<file path="src/rtl/memory_turn_ctrl_if.sv">
// Button/board/display bundle for the card-matching turn controller.
// The master side drives buttons and the board read. The slave side is the controller.
interface memory_turn_ctrl_if #(
  parameter int unsigned NUM_CELLS   = 16,
  parameter int unsigned NUM_PLAYERS = 2,
  parameter int unsigned VAL_W       = 3,
  parameter int unsigned SCORE_W     = 4
);
  localparam int unsigned IDX_W = $clog2(NUM_CELLS);
  localparam int unsigned PL_W  = (NUM_PLAYERS > 1) ? $clog2(NUM_PLAYERS) : 1;

  logic                           move;
  logic                           select;
  logic [VAL_W-1:0]               cell_val;
  logic [IDX_W-1:0]               cursor;
  logic [NUM_CELLS-1:0]           revealed;
  logic [NUM_CELLS-1:0]           matched;
  logic [PL_W-1:0]                cur_player;
  logic [NUM_PLAYERS*SCORE_W-1:0] scores;
  logic                           match_pulse;
  logic                           miss_pulse;
  logic                           game_over;

  modport master (
    output move, select, cell_val,
    input  cursor, revealed, matched, cur_player, scores,
           match_pulse, miss_pulse, game_over
  );

  modport slave (
    input  move, select, cell_val,
    output cursor, revealed, matched, cur_player, scores,
           match_pulse, miss_pulse, game_over
  );
endinterface

</file>
<file path="src/rtl/memory_turn_ctrl.sv">
// Cursor, two-pick selection, compare/score and turn rotation for the
// card-matching game. Button inputs are levels; actions fire on rising edges.
module memory_turn_ctrl #(
  parameter int unsigned NUM_CELLS    = 16,
  parameter int unsigned NUM_PLAYERS  = 2,
  parameter int unsigned VAL_W        = 3,
  parameter int unsigned SCORE_W      = 4,
  parameter int unsigned SHOW_CYCLES  = 4,
  parameter int unsigned TURN_TIMEOUT = 0
) (
  input  logic              clk,
  input  logic              rst,
  memory_turn_ctrl_if.slave bus
);
  localparam int unsigned IDX_W = $clog2(NUM_CELLS);
  localparam int unsigned PL_W  = (NUM_PLAYERS > 1) ? $clog2(NUM_PLAYERS) : 1;
  localparam int unsigned SH_W  = $clog2(SHOW_CYCLES + 1);
  localparam int unsigned TO_W  = (TURN_TIMEOUT > 0) ? $clog2(TURN_TIMEOUT + 1) : 1;

  typedef enum logic [2:0] {S_FIRST, S_SECOND, S_COMPARE, S_SHOW, S_OVER} state_t;

  state_t                         state, state_nx;
  logic                           move_q, select_q, mv_e, sel_e;
  logic [IDX_W-1:0]               cursor_q, idx_a, idx_b;
  logic [NUM_CELLS-1:0]           revealed_q, matched_q, hit_a, hit_b;
  logic [PL_W-1:0]                player_q, next_player;
  logic [NUM_PLAYERS*SCORE_W-1:0] scores_q;
  logic [SCORE_W-1:0]             cur_score;
  logic [VAL_W-1:0]               val_a, val_b;
  logic [SH_W-1:0]                show_cnt;
  logic [TO_W-1:0]                to_cnt;
  logic                           match_q, miss_q, over_q;
  logic                           picking, valid_sel, do_pick, do_step, pair_eq;
  logic                           do_match, do_miss, show_last, timeout, all_done;

  // Edge-detect history; resets high so a button held through reset is not an edge
  always_ff @(posedge clk or negedge rst) begin
    if (!rst) begin
      move_q   <= 1'b1;
      select_q <= 1'b1;
    end else begin
      move_q   <= bus.move;
      select_q <= bus.select;
    end
  end

  assign mv_e  = bus.move & ~move_q;
  assign sel_e = bus.select & ~select_q;

  // State register
  always_ff @(posedge clk or negedge rst) begin
    if (!rst) state <= S_FIRST;
    else      state <= state_nx;
  end

  // Next-state decode
  always_comb begin
    state_nx = state;
    unique case (state)
      S_FIRST:   if (timeout) state_nx = S_FIRST;
                 else if (do_pick) state_nx = S_SECOND;
      S_SECOND:  if (do_pick) state_nx = S_COMPARE;
                 else if (timeout) state_nx = S_FIRST;
      S_COMPARE: state_nx = pair_eq ? (all_done ? S_OVER : S_FIRST) : S_SHOW;
      S_SHOW:    if (show_last) state_nx = S_FIRST;
      S_OVER:    state_nx = S_OVER;
      default:   state_nx = S_FIRST;
    endcase
  end

  // Per-state action decode feeding the datapath
  always_comb begin
    picking   = (state == S_FIRST) || (state == S_SECOND);
    valid_sel = sel_e && !matched_q[cursor_q] && !revealed_q[cursor_q];
    do_pick   = picking && valid_sel;
    // any select edge swallows a simultaneous move edge
    do_step   = picking && mv_e && !sel_e;
    pair_eq   = (val_a == val_b);
    do_match  = (state == S_COMPARE) && pair_eq;
    do_miss   = (state == S_COMPARE) && !pair_eq;
    show_last = (state == S_SHOW) && (show_cnt == SH_W'(SHOW_CYCLES - 1));
    timeout   = (TURN_TIMEOUT != 0) && picking && !do_pick &&
                (to_cnt == TO_W'(TURN_TIMEOUT - 1));
    hit_a = '0;
    hit_a[idx_a] = 1'b1;
    hit_b = '0;
    hit_b[idx_b] = 1'b1;
    all_done    = &(matched_q | hit_a | hit_b);
    cur_score   = scores_q[player_q*SCORE_W +: SCORE_W];
    next_player = (player_q == PL_W'(NUM_PLAYERS - 1)) ? '0 : player_q + 1'b1;
  end

  // Board, cursor, score and counter registers
  always_ff @(posedge clk or negedge rst) begin
    if (!rst) begin
      cursor_q   <= '0;
      revealed_q <= '0;
      matched_q  <= '0;
      player_q   <= '0;
      scores_q   <= '0;
      val_a      <= '0;
      val_b      <= '0;
      idx_a      <= '0;
      idx_b      <= '0;
      show_cnt   <= '0;
      to_cnt     <= '0;
      match_q    <= 1'b0;
      miss_q     <= 1'b0;
      over_q     <= 1'b0;
    end else begin
      if (do_step)
        cursor_q <= (cursor_q == IDX_W'(NUM_CELLS - 1)) ? '0 : cursor_q + 1'b1;
      if (do_pick) begin
        revealed_q[cursor_q] <= 1'b1;
        if (state == S_FIRST) begin
          val_a <= bus.cell_val;
          idx_a <= cursor_q;
        end else begin
          val_b <= bus.cell_val;
          idx_b <= cursor_q;
        end
      end
      if (do_match) begin
        matched_q  <= matched_q | hit_a | hit_b;
        revealed_q <= revealed_q & ~(hit_a | hit_b);
        if (cur_score != '1)
          scores_q[player_q*SCORE_W +: SCORE_W] <= cur_score + 1'b1;
      end
      if (show_last || timeout) begin
        revealed_q <= '0;
        player_q   <= next_player;
      end
      show_cnt <= (state == S_SHOW) ? show_cnt + 1'b1 : '0;
      // counter idles at zero outside the picking states, so entry to FIRST starts it clean
      to_cnt   <= (TURN_TIMEOUT != 0 && picking && !do_pick && !timeout) ? to_cnt + 1'b1 : '0;
      match_q  <= do_match;
      miss_q   <= do_miss || timeout;
      over_q   <= (state_nx == S_OVER);
    end
  end

  assign bus.cursor      = cursor_q;
  assign bus.revealed    = revealed_q;
  assign bus.matched     = matched_q;
  assign bus.cur_player  = player_q;
  assign bus.scores      = scores_q;
  assign bus.match_pulse = match_q;
  assign bus.miss_pulse  = miss_q;
  assign bus.game_over   = over_q;
endmodule
</file>
<file path="src/flat_wrapper.sv">
// flat-port wrapper written by rule: the top's interface ports become plain ports
module memory_turn_ctrl_flat 
#(
  parameter int unsigned NUM_CELLS    = 16,
  parameter int unsigned NUM_PLAYERS  = 2,
  parameter int unsigned VAL_W        = 3,
  parameter int unsigned SCORE_W      = 4,
  parameter int unsigned SHOW_CYCLES  = 4,
  parameter int unsigned TURN_TIMEOUT = 0
)
  (clk, rst, bus_move, bus_select, bus_cell_val, bus_cursor, bus_revealed, bus_matched, bus_cur_player, bus_scores, bus_match_pulse, bus_miss_pulse, bus_game_over);
  memory_turn_ctrl_if #(.NUM_CELLS(NUM_CELLS), .NUM_PLAYERS(NUM_PLAYERS), .VAL_W(VAL_W), .SCORE_W(SCORE_W)) bus_i ();
  input  logic clk;
  input  logic rst;
  input wire logic [$bits(bus_i.move)-1:0] bus_move;
  input wire logic [$bits(bus_i.select)-1:0] bus_select;
  input wire logic [$bits(bus_i.cell_val)-1:0] bus_cell_val;
  output wire logic [$bits(bus_i.cursor)-1:0] bus_cursor;
  output wire logic [$bits(bus_i.revealed)-1:0] bus_revealed;
  output wire logic [$bits(bus_i.matched)-1:0] bus_matched;
  output wire logic [$bits(bus_i.cur_player)-1:0] bus_cur_player;
  output wire logic [$bits(bus_i.scores)-1:0] bus_scores;
  output wire logic [$bits(bus_i.match_pulse)-1:0] bus_match_pulse;
  output wire logic [$bits(bus_i.miss_pulse)-1:0] bus_miss_pulse;
  output wire logic [$bits(bus_i.game_over)-1:0] bus_game_over;
  assign bus_i.move = bus_move;
  assign bus_i.select = bus_select;
  assign bus_i.cell_val = bus_cell_val;
  assign bus_cursor = bus_i.cursor;
  assign bus_revealed = bus_i.revealed;
  assign bus_matched = bus_i.matched;
  assign bus_cur_player = bus_i.cur_player;
  assign bus_scores = bus_i.scores;
  assign bus_match_pulse = bus_i.match_pulse;
  assign bus_miss_pulse = bus_i.miss_pulse;
  assign bus_game_over = bus_i.game_over;
  memory_turn_ctrl #(.NUM_CELLS(NUM_CELLS), .NUM_PLAYERS(NUM_PLAYERS), .VAL_W(VAL_W), .SCORE_W(SCORE_W), .SHOW_CYCLES(SHOW_CYCLES), .TURN_TIMEOUT(TURN_TIMEOUT)) u_core (.clk(clk), .rst(rst), .bus(bus_i));
endmodule
</file>
<file path="config.mk">
export PLATFORM = sky130hd
export DESIGN_NAME = memory_turn_ctrl_flat
export DESIGN_NICKNAME = d
export VERILOG_FILES = /design/src/rtl/memory_turn_ctrl_if.sv /design/src/rtl/memory_turn_ctrl.sv /design/src/flat_wrapper.sv
export SDC_FILE = /design/constraint.sdc
export NUM_CORES = 1
export LEC_CHECK = 0
export BUFFER_PORTS_ARGS = -buffer_cell sky130_fd_sc_hd__clkbuf_2
export CORE_UTILIZATION = 40
export DETAILED_ROUTE_END_ITERATION = 8
export GPL_TIMING_DRIVEN = 0
export SLEW_MARGIN = 20
export SYNTH_ARGS = -nofsm -noshare
export SYNTH_HDL_FRONTEND = slang
export SYNTH_SLANG_ARGS = --single-unit
</file>
<file path="constraint.sdc">
create_clock -name clk -period 4.6 [get_ports clk]
set_input_delay 0.23 -clock clk [delete_from_list [all_inputs] [get_ports clk]]
set_output_delay 0.23 -clock clk [all_outputs]
set_load 0.02 [all_outputs]
</file>
Word-level counts from Yosys, hierarchy flattened --
Cells that the tools add are included.
Word-level totals: input port bits 7, output and inout port bits 48, flip-flop bits (word level) 70, logic and storage cells 95
Operators by class: bitwise logic cells 11, mux-type cells 23, shift-type cells 3, add/sub/neg operators 5, eq/ne operators 9, reductions and logical operators 22, magnitude comparators 6
Operators by type and width (count):
- $or 16x16->16 | 4
- $mux 16 | 3
- $neg 3->34 | 1
- $shift 4x34->8 const A | 1
- $shiftx 4x34->8 | 1
- $mux 3 | 6
- $and 16x16->16 | 1
- $not 16->16 | 1
- $reduce_and 16->1 | 1
- $lt 4x5->1 const B | 3
- $pmux 3 s5 | 1
- $demux 1 s4 | 3
- $ge 4x1->1 const B | 3
- $logic_and 1x1->1 | 11
- $eq 3x2->1 const B | 3
- $add 4x1->4 const B | 2
- $bmux 1 s4 | 2
- $bwmux 8 | 1
- $shiftx 8x4->4 | 1
- $eq 3x3->1 const B | 2
- $mux 1 | 6
- $reduce_and 2->1 | 3
- $eq 4x4->1 const B | 1
- $logic_not 1->1 | 4
- other kinds (11) | 14

Longest topological paths before layout --
Gate-level depths: netlist of run 1.
depth after elaboration 11, mapped depth 8

Worst setup path after synthesis of run 1 --
No wires, ideal clock.
path type register -> register, start point register u_core.cursor_q[0], in the netlist u_core.bus.cursor[0], end point register u_core.revealed_q[0], in the netlist u_core.bus.revealed[0], required time 4.499 ns, path slack 2.292 ns, stages on the path, launching flop included 9, arrival 2.207 ns, library setup time 0.101 ns, cells stage by stage dfrtp_1 -> buf_6 -> or3_1 -> a21oi_2 -> o22ai_2 -> or3_1 -> buf_6 -> buf_8 -> o32ai_1
Between the ends: cells in the longest elaborated chain, start to end 8, elaborated cells on any way between the ends 19, classes of those cells order compare: 2; mux: 9; bitwise: 1; reduce/logical: 7
Ends and longest elaborated chain:
- start: declaration | RTL line memory_turn_ctrl.sv:24 | logic [IDX_W-1:0] cursor_q, idx_a, idx_b;
- start signal: assignment | RTL line memory_turn_ctrl.sv:112 | cursor_q <= (cursor_q == IDX_W'(NUM_CELLS - 1)) ? '0 : cursor_q + 1'b1;
- $lt 4x5->1 (implied by the code) or $ge 4x1->1 (tied branches) | RTL line memory_turn_ctrl.sv:114 | revealed_q[cursor_q] <= 1'b1;
- $logic_and 1x1->1 (implied by the code) | RTL line memory_turn_ctrl.sv:114
- $mux 1 (implied by the code) | RTL line memory_turn_ctrl.sv:114
- $demux 1 s4
- $or 16x16->16 (no line)
- $mux 16 | RTL line memory_turn_ctrl.sv:113 | if (do_pick) begin
- $mux 16 | RTL line memory_turn_ctrl.sv:123 | if (do_match) begin
- $mux 16 | RTL line memory_turn_ctrl.sv:129 | if (show_last || timeout) begin
- end signal: assignment | RTL line memory_turn_ctrl.sv:125 | revealed_q <= revealed_q & ~(hit_a | hit_b);
- end: declaration | RTL line memory_turn_ctrl.sv:25 | logic [NUM_CELLS-1:0] revealed_q, matched_q, hit_a, hit_b;
Several ways; a longest one is shown, not always the timed one. The select of a mux whose other input is x is not followed. A chain may end at the register's enable or synchronous reset.

Final worst setup path of run 1 --
start point register u_core.cursor_q[0], in the netlist u_core.bus.cursor[0], end point register u_core.idx_a[1]
Between the ends: cells in the longest elaborated chain, start to end 7, elaborated cells on any way between the ends 10, classes of those cells mux: 4; reduce/logical: 6
Ends and longest elaborated chain:
- $bmux 1 s4 | RTL line memory_turn_ctrl.sv:74 | valid_sel = sel_e && !matched_q[cursor_q] && !revealed_q[cursor_q];
- $mux 1 (implied by the code) | RTL line memory_turn_ctrl.sv:74
- $logic_not 1->1 | RTL line memory_turn_ctrl.sv:74
- $logic_and 1x1->1 | RTL line memory_turn_ctrl.sv:74
- $logic_and 1x1->1 * | RTL line memory_turn_ctrl.sv:74
- $logic_and 1x1->1 * | RTL line memory_turn_ctrl.sv:75 | do_pick = picking && valid_sel;
- $reduce_and 2->1 (no line) *
- end signal: assignment | RTL line memory_turn_ctrl.sv:117 | idx_a <= cursor_q;
- end: declaration | RTL line memory_turn_ctrl.sv:24
Every way passes the cells marked *; elsewhere a longest branch is shown, timed or not. The select of a mux whose other input is x is not followed.

==> results.cfg, run 1 <==
[routing]
routed_wirelength_um = 9300
drc = 0
post_drt_via_cell_ratio = 5.64
num_vias = 2880
ant_nets = 0
firstDrtPassIters = 4
drt_iter0_drc = 155
wl_per_cell_um = 18.2

[timing]
rsz0062_at_grt = false
tns_ns = 0
max_slew_margin_pct = 56.9
drv_slew = 0
finClkSkew_ns = 0.00902
timing_hold_violations_final = 0
worst_pin_slew_ns = 0.641
hold_slack_ns = 0.125
period_needed_ns = 2.55
fmax_mhz = 392
finalCritPeriodShare_pct = 55.4
setup_viol = 0

[cells_and_area]
drive_above_1_share_pct = 29.8
antenna_cells = 0
final_cell_mix = dfrtp_1, clkbuf_2, nand2_1
fillers = 833
nNetsFinal = 412
final_common_cell = dfrtp_1
area_growth_pct = 19.3

[worst_setup_path]
r2r_end = u_core.idx_a[1]
r2r-start = u_core.bus.cursor[0]
end_kind = register
worstSetupPathType = reg2reg
cp.arrival_ns = 2.78
max_stage_delay_ns = 0.59
critPathMaxFanout = 10
critPathRequiredTime_ns = 4.83
worst-path-buf-inv = 1
r2r_cells = 6
crit_family = simple AND/OR/NAND/NOR gates
worst_setup_path_start_kind = register
crit_path_cell_trace = buf_6, or3_1, a21oi_2, o22ai_2, nor4_4, mux2_2
r2r_slack_ns = 2.05
slowest_stage = nor4_4

[clock_network]
tritoncts = yes
cts.sinks = 70
clockBufferDepth = 2
clkLatencyLatePin_ns = 0.35
cts_root_buffer = clkbuf_8
cts_inserted_buffers = 9
cts_resized = 0
clk_pin_slew_ns = 0.07
cts_htree_levels = 3
postCtsSetupRepairBufs = 0

[yosys]
netlist.area_leader.share_pct = 47.4
syn_avg_cell_area_sq_um = 10.9
syn-num-nets = 343
yosysUniqueCellTypes = 60
synth-seq-area-share_pct = 48.8
netlist_area_sq_mm = 0.00359
synth_cells = 329
synth_edf_count = 0
yosys_warnings = 0
ys_seq_elements = 70
async_reset_ff_share_pct = 100
synthTopCellsByArea = dfrtp_1, mux2_2, nand2_1, ha_1, o32ai_1
synth_area_leader_cell = dfrtp_1
synth_flop_cell = dfrtp_1

[floorplan]
die_x_um = 96.8
die_area_sq_mm = 0.00937
core-area_sq_mm = 0.00872
rows = 34
ioPinCount = 55
start_util_pct = 41.2
die_h_um = 96.8

[power_and_ir_drop]
clkPwrFrac_pct = 19.9
comb_power_share_pct = 45.0
power_density_mw_per_mm2 = 678
power_switching_mw = 1.23
ir_worst_vdd_uv = 257
seqPwrFrac_pct = 35.1
power_leakage_nw = 2.00
switching_share_pct = 42.5
intPower_mw = 1.67

[global_route]
grt_pass1_wl_um = 15200
grt_max_degree = 39
first_global_vias = 2843
grt_util_all_layers_pct = 21.0
antenna_found_initial = 0
grt-ovfl-total = 0

[min_path]
hp-start = bus_cell_val[2]
hold_class = in2reg
min_to = u_core.val_a[2]
hold_path_depth = 2

[placed_design]
place.port_buffers = 54
hpwl_um = 6930
gp_congestion = 0.938

[status]
outcome = completed

[run]
drv_cap = 0
worst register-to-register path, stage by stage, from the launching register on:
cell	delay (ns)
dfrtp_1	0.49
buf_6	0.20
or3_1	0.36
a21oi_2	0.18
o22ai_2	0.20
nor4_4	0.60
mux2_2	0.40
cell usage after synthesis, drive strengths merged, types with 3 or more instances:
master	n
dfrtp	68
a22o	8
and2	10
o21ai	6
nor4	5
buf	6
or2	9
a22oi	6
nand2	30
a221o	5
nand2b	6
or3	5
xnor2	6
mux2	22
nand3	9
o22ai	4
nor2b	12
o31ai	6
o32ai	11
a32o	3
a21oi	6
clkbuf	9
nor2	22
inv	12
ha	7
xor2	3
how the worst max path moves through the flow:
stage,depth (start not counted),end,start
finish,6,u_core.idx_a[1],u_core.bus.cursor[0]
CTS,6,u_core.idx_a[1],u_core.bus.cursor[0]
detailed placement,6,u_core.idx_a[1],u_core.bus.cursor[0]
floorplan,8,u_core.bus.revealed[0],u_core.bus.cursor[0]
global placement,6,u_core.idx_a[3],u_core.bus.cursor[0]
global route,8,u_core.bus.revealed[1],u_core.bus.cursor[0]
per-layer routing:
metal	GRT usage (%)	wire, um	vias to the layer above
li1	-	-	1349
met1	28.6	4350	1418
met2	31.5	4210	89
met3	4.48	442	24
met4	10.9	302	0
met5	0	0	-
repair_timing:
action / 4_1_cts / 5_1_grt
hold buffers: 3 / 0
hold endpoints to repair: 34 / 0
endpoints found under the setup margin: 0 / 0
area by class of cell:
cell class	instances	area [sq um]	area share, %
multi-input cells	232	1700	39.7
clock buffers	13	169	3.94
repair buffers	58	323	7.53
inverters	12	45.0	1.05
clock inverters	3	65.1	1.52
well taps	108	135	3.15
flip-flops and latches	70	1750	40.9
plain buffers	15	92.6	2.16
registers in the layout, summed over array words and instances (netlist names), 3 cells and up:
signal and count:
u_core.bus.revealed 16, u_core.state 3, u_core.bus.scores 8, u_core.val_a 3
u_core.idx_a 4, u_core.idx_b 4, u_core.val_b 3, u_core.bus.cursor 4
u_core.bus.matched 16, u_core.show_cnt 3
per-stage QoR:
step | utilization [%] | instance area [sq um] | power (mW) | worst slack (ns) | instances
floorplan | - | 3590 | 1.91 | 2.29 | 329
global placement | 45.9 | 4000 | 2.31 | 2.08 | 491
detailed placement | 46.1 | 4020 | 2.33 | 2.04 | 492
CTS | 49.1 | 4290 | 2.92 | 2.03 | 511
global route | 49.1 | 4290 | 3.09 | 1.93 | 511
finish | 49.1 | 4290 | 2.90 | 2.05 | 511
logic make-up (layout without fill, tap and decap cells):
family	count (synthesis)	in the layout	synth area share (%)
mux	24	24	7.80
simple gates	119	119	18.1
buf+inv	27	101	3.83
fa+ha+maj	7	7	2.44
flops	70	70	48.8
compound gates	73	73	16.8
xor+xnor	9	9	2.19
power groups by stage:
stage               Sequential [mW]  Combinational (mW)  Clock [mW]
floorplan                      1.14               0.775           0
global placement               1.02                1.29           0
detailed placement             1.03                1.30           0
CTS                            1.02                1.31       0.594
global route                   1.05                1.42       0.620
finish                         1.02                1.31       0.579
(Power assumes the default switching activity.)
==> inputs of run 2 (changes only) <==
--- a/config.mk
+++ b/config.mk
@@ -5,6 +5,7 @@
 export SDC_FILE = /design/constraint.sdc
 export NUM_CORES = 1
 export LEC_CHECK = 0
+export ABC_AREA = 1
 export BUFFER_PORTS_ARGS = -buffer_cell sky130_fd_sc_hd__clkbuf_2
 export CORE_UTILIZATION = 40
 export DETAILED_ROUTE_END_ITERATION = 8
==> constraint.sdc (replaced) <==
create_clock -name clk -period 2.45 [get_ports clk]
set_input_delay 0.1225 -clock clk [delete_from_list [all_inputs] [get_ports clk]]
set_output_delay 0.1225 -clock clk [all_outputs]
set_load 0.02 [all_outputs]
==> run 2 against run 1 <==
Compared with the run above: non-clock buffer count grew 4; sequential cell count unchanged; worst setup slack got worse by 1.7 ns; utilization is 0.46 points lower; critical path depth rose by 2; area after synthesis up 14%; die area rose by 14%; hold slack got worse by 0.11 ns; clock skew rose by 0.0055 ns; final area is 12% higher; combinational power increased to 2.5 times the previous value; routed wire length is 22% higher; critical path type unchanged; highest routed layer unchanged.
==> results.cfg, run 2 <==
[yosys]
synth_cells = 576
synth_most_common_cell = nand2_1
synth_area_leader_cell = dfrtp_1
netlist_area_sq_mm = 0.00411
synth-seq-area-share_pct = 42.7
syn_avg_cell_area_sq_um = 7.13
synthTopCellsByArea = dfrtp_1, nand2_1, nand3_1, inv_1, o21ai_0
netlist_top_cells_count = nand2_1, inv_1, dfrtp_1, nor2_1, nand3_1
synth_edf_count = 0
netlist.area_leader.share_pct = 41.4
syn-num-nets = 590
yosysUniqueCellTypes = 31
synth_flop_cell = dfrtp_1
async_reset_ff_share_pct = 100
ys_seq_elements = 70
yosys_warnings = 0

[floorplan]
die_x_um = 103
die_h_um = 103
core-area_sq_mm = 0.00986
rows = 36
start_util_pct = 41.6
die_area_sq_mm = 0.0107
ioPinCount = 55

[run]
drv_cap = 0

[timing]
setup_viol = 0
drv_slew = 0
tns_ns = 0
fmax_mhz = 488
max_slew_margin_pct = 62.2
finClkSkew_ns = 0.0146
period_needed_ns = 2.05
worst_pin_slew_ns = 0.563
timing_hold_violations_final = 0
rsz0062_at_grt = false
finalCritPeriodShare_pct = 83.6

[power_and_ir_drop]
ir_worst_vdd_uv = 590
power_leakage_nw = 2.58
power_density_mw_per_mm2 = 1280

[cells_and_area]
final_cell_mix = nand2_1, inv_1, dfrtp_1
area_growth_pct = 16.9
drive_above_1_share_pct = 15.6
design_area_sq_mm = 0.00480
fillers = 1003
antenna_cells = 0
final_common_cell = nand2_1
nNetsFinal = 661

[routing]
num_vias = 3942
firstDrtPassIters = 5
wl_per_cell_um = 14.5
drc = 0
ant_nets = 0
post_drt_via_cell_ratio = 5.02
drt_iter0_drc = 245
routed_wirelength_um = 11400

[clock_network]
cts_root_buffer = clkbuf_8
tritoncts = yes
cts_htree_levels = 3
clockBufferDepth = 2
cts_resized = 0
cts.sinks = 70
postCtsSetupRepairBufs = 0
holdBufCountCts = 5
clkLatencyLatePin_ns = 0.37
cts_inserted_buffers = 9
clk_pin_slew_ns = 0.07

[worst_setup_path]
critPathMaxFanout = 10
end_kind = register
critPathRequiredTime_ns = 2.74
worst_setup_path_start_kind = register
worstSetupPathType = reg2reg
cp.arrival_ns = 2.34

[global_route]
grt_max_degree = 43
antenna_found_initial = 0
first_global_vias = 3550
grt-ovfl-total = 0
grt_util_all_layers_pct = 23.1
grt_pass1_wl_um = 18200

[placed_design]
place.port_buffers = 54
place_area_sq_mm = 0.00457
gp_congestion = 0.884
hpwl_um = 8640

[min_path]
hold_class = in2reg

[status]
outcome = completed
-- run 2: changes by cell type after synthesis, moves of 8 or more --
| cell | change |
|---|---|
| nand2_1 | +159 |
| inv_1 | +59 |
| nand3_1 | +45 |
| o21ai_0 | +39 |
| nor2_1 | +37 |
| mux2_2 | -22 |
| a21oi_1 | +13 |
| nand4_1 | +13 |
| nor2b_1 | -12 |
| o32ai_1 | -10 |
| and2_1 | -9 |
| or2_2 | -9 |
| a22o_1 | -8 |
-- run 2: critical path, stage by stage (launching register included) --
cell and delay [ns]:
dfrtp_1 0.38, ha_1 0.20, ha_1 0.19, nand4_1 0.26
nand2_1 0.12, inv_1 0.27, buf_1 0.37, nand3_1 0.12
nand2_1 0.08
-- run 2: report_power, final --
group	total [mW]	internal (mW)	leakage, nW	switching [mW]
Combinational	3.33	1.03	1.57	2.30
Sequential	1.94	1.55	0.913	0.385
Clock	0.895	0.448	0.0954	0.448
-- run 2: area by class of cell --
cell class                      count  area (sq um)  area share [%]
Inverter                           74           279            5.81
Clock buffer                       13           169            3.52
Sequential cell                    70          1750            36.5
Timing Repair Buffer               60           343            7.14
Clock inverter                      3          17.5           0.365
Multi-Input combinational cell    415          1960            40.8
Buffer                             17           116            2.42
Tap cell                          133           166            3.47
-- run 2: final timing paths --
path	startpoint	endpoint	slack [ns]	cells after the start
min in group asynchronous	rst	u_core.bus.revealed[6]	0.26	2
worst max register to register	u_core.show_cnt[0]	u_core.bus.revealed[1]	0.40	8
worst min-delay path	bus_cell_val[1]	u_core.val_a[1]	0.02	3
worst max-delay path	u_core.show_cnt[0]	u_core.bus.revealed[1]	0.40	8
worst min register to register	u_core.show_cnt[0]	u_core.show_cnt[0]	0.44	1
max in group asynchronous	rst	u_core.bus.matched[13]	1.62	3
-- run 2: stage by stage --
step / hold WS (ns) / instances / util, % / power, mW / setup slack, ns
after global routing: 0.0195 / 785 / 48.7 / 6.70 / 0.122
after floorplan: -0.173 / 576 / - / 4.23 / 0.665
after detailed placement: 0.113 / 764 / 46.3 / 5.27 / 0.401
after global placement: 0.223 / 763 / 46.1 / 5.23 / 0.426
final: 0.0166 / 785 / 48.7 / 6.16 / 0.401
after CTS: 0.0108 / 785 / 48.7 / 6.18 / 0.385
-- run 2: logic make-up (layout without fill, tap and decap cells) --
| family | after synthesis | count (layout) | share of synthesized area, % |
|---|---|---|---|
| adder cells (fa/ha/maj) | 7 | 7 | 2.13 |
| flip-flops | 70 | 70 | 42.7 |
| AO/OA/AOI/OAI | 65 | 65 | 7.98 |
| XOR/XNOR | 9 | 9 | 1.92 |
| AND/OR/NAND/NOR | 334 | 334 | 35.6 |
| buffers and inverters | 91 | 167 | 9.63 |
-- run 2: metal layers --
metal,wire [um],track usage [%],part of all wire [%]
met5,0,0,0
met4,184,7.58,1.6
met3,859,5.44,7.6
met2,5010,34.9,44
met1,5300,32.7,47
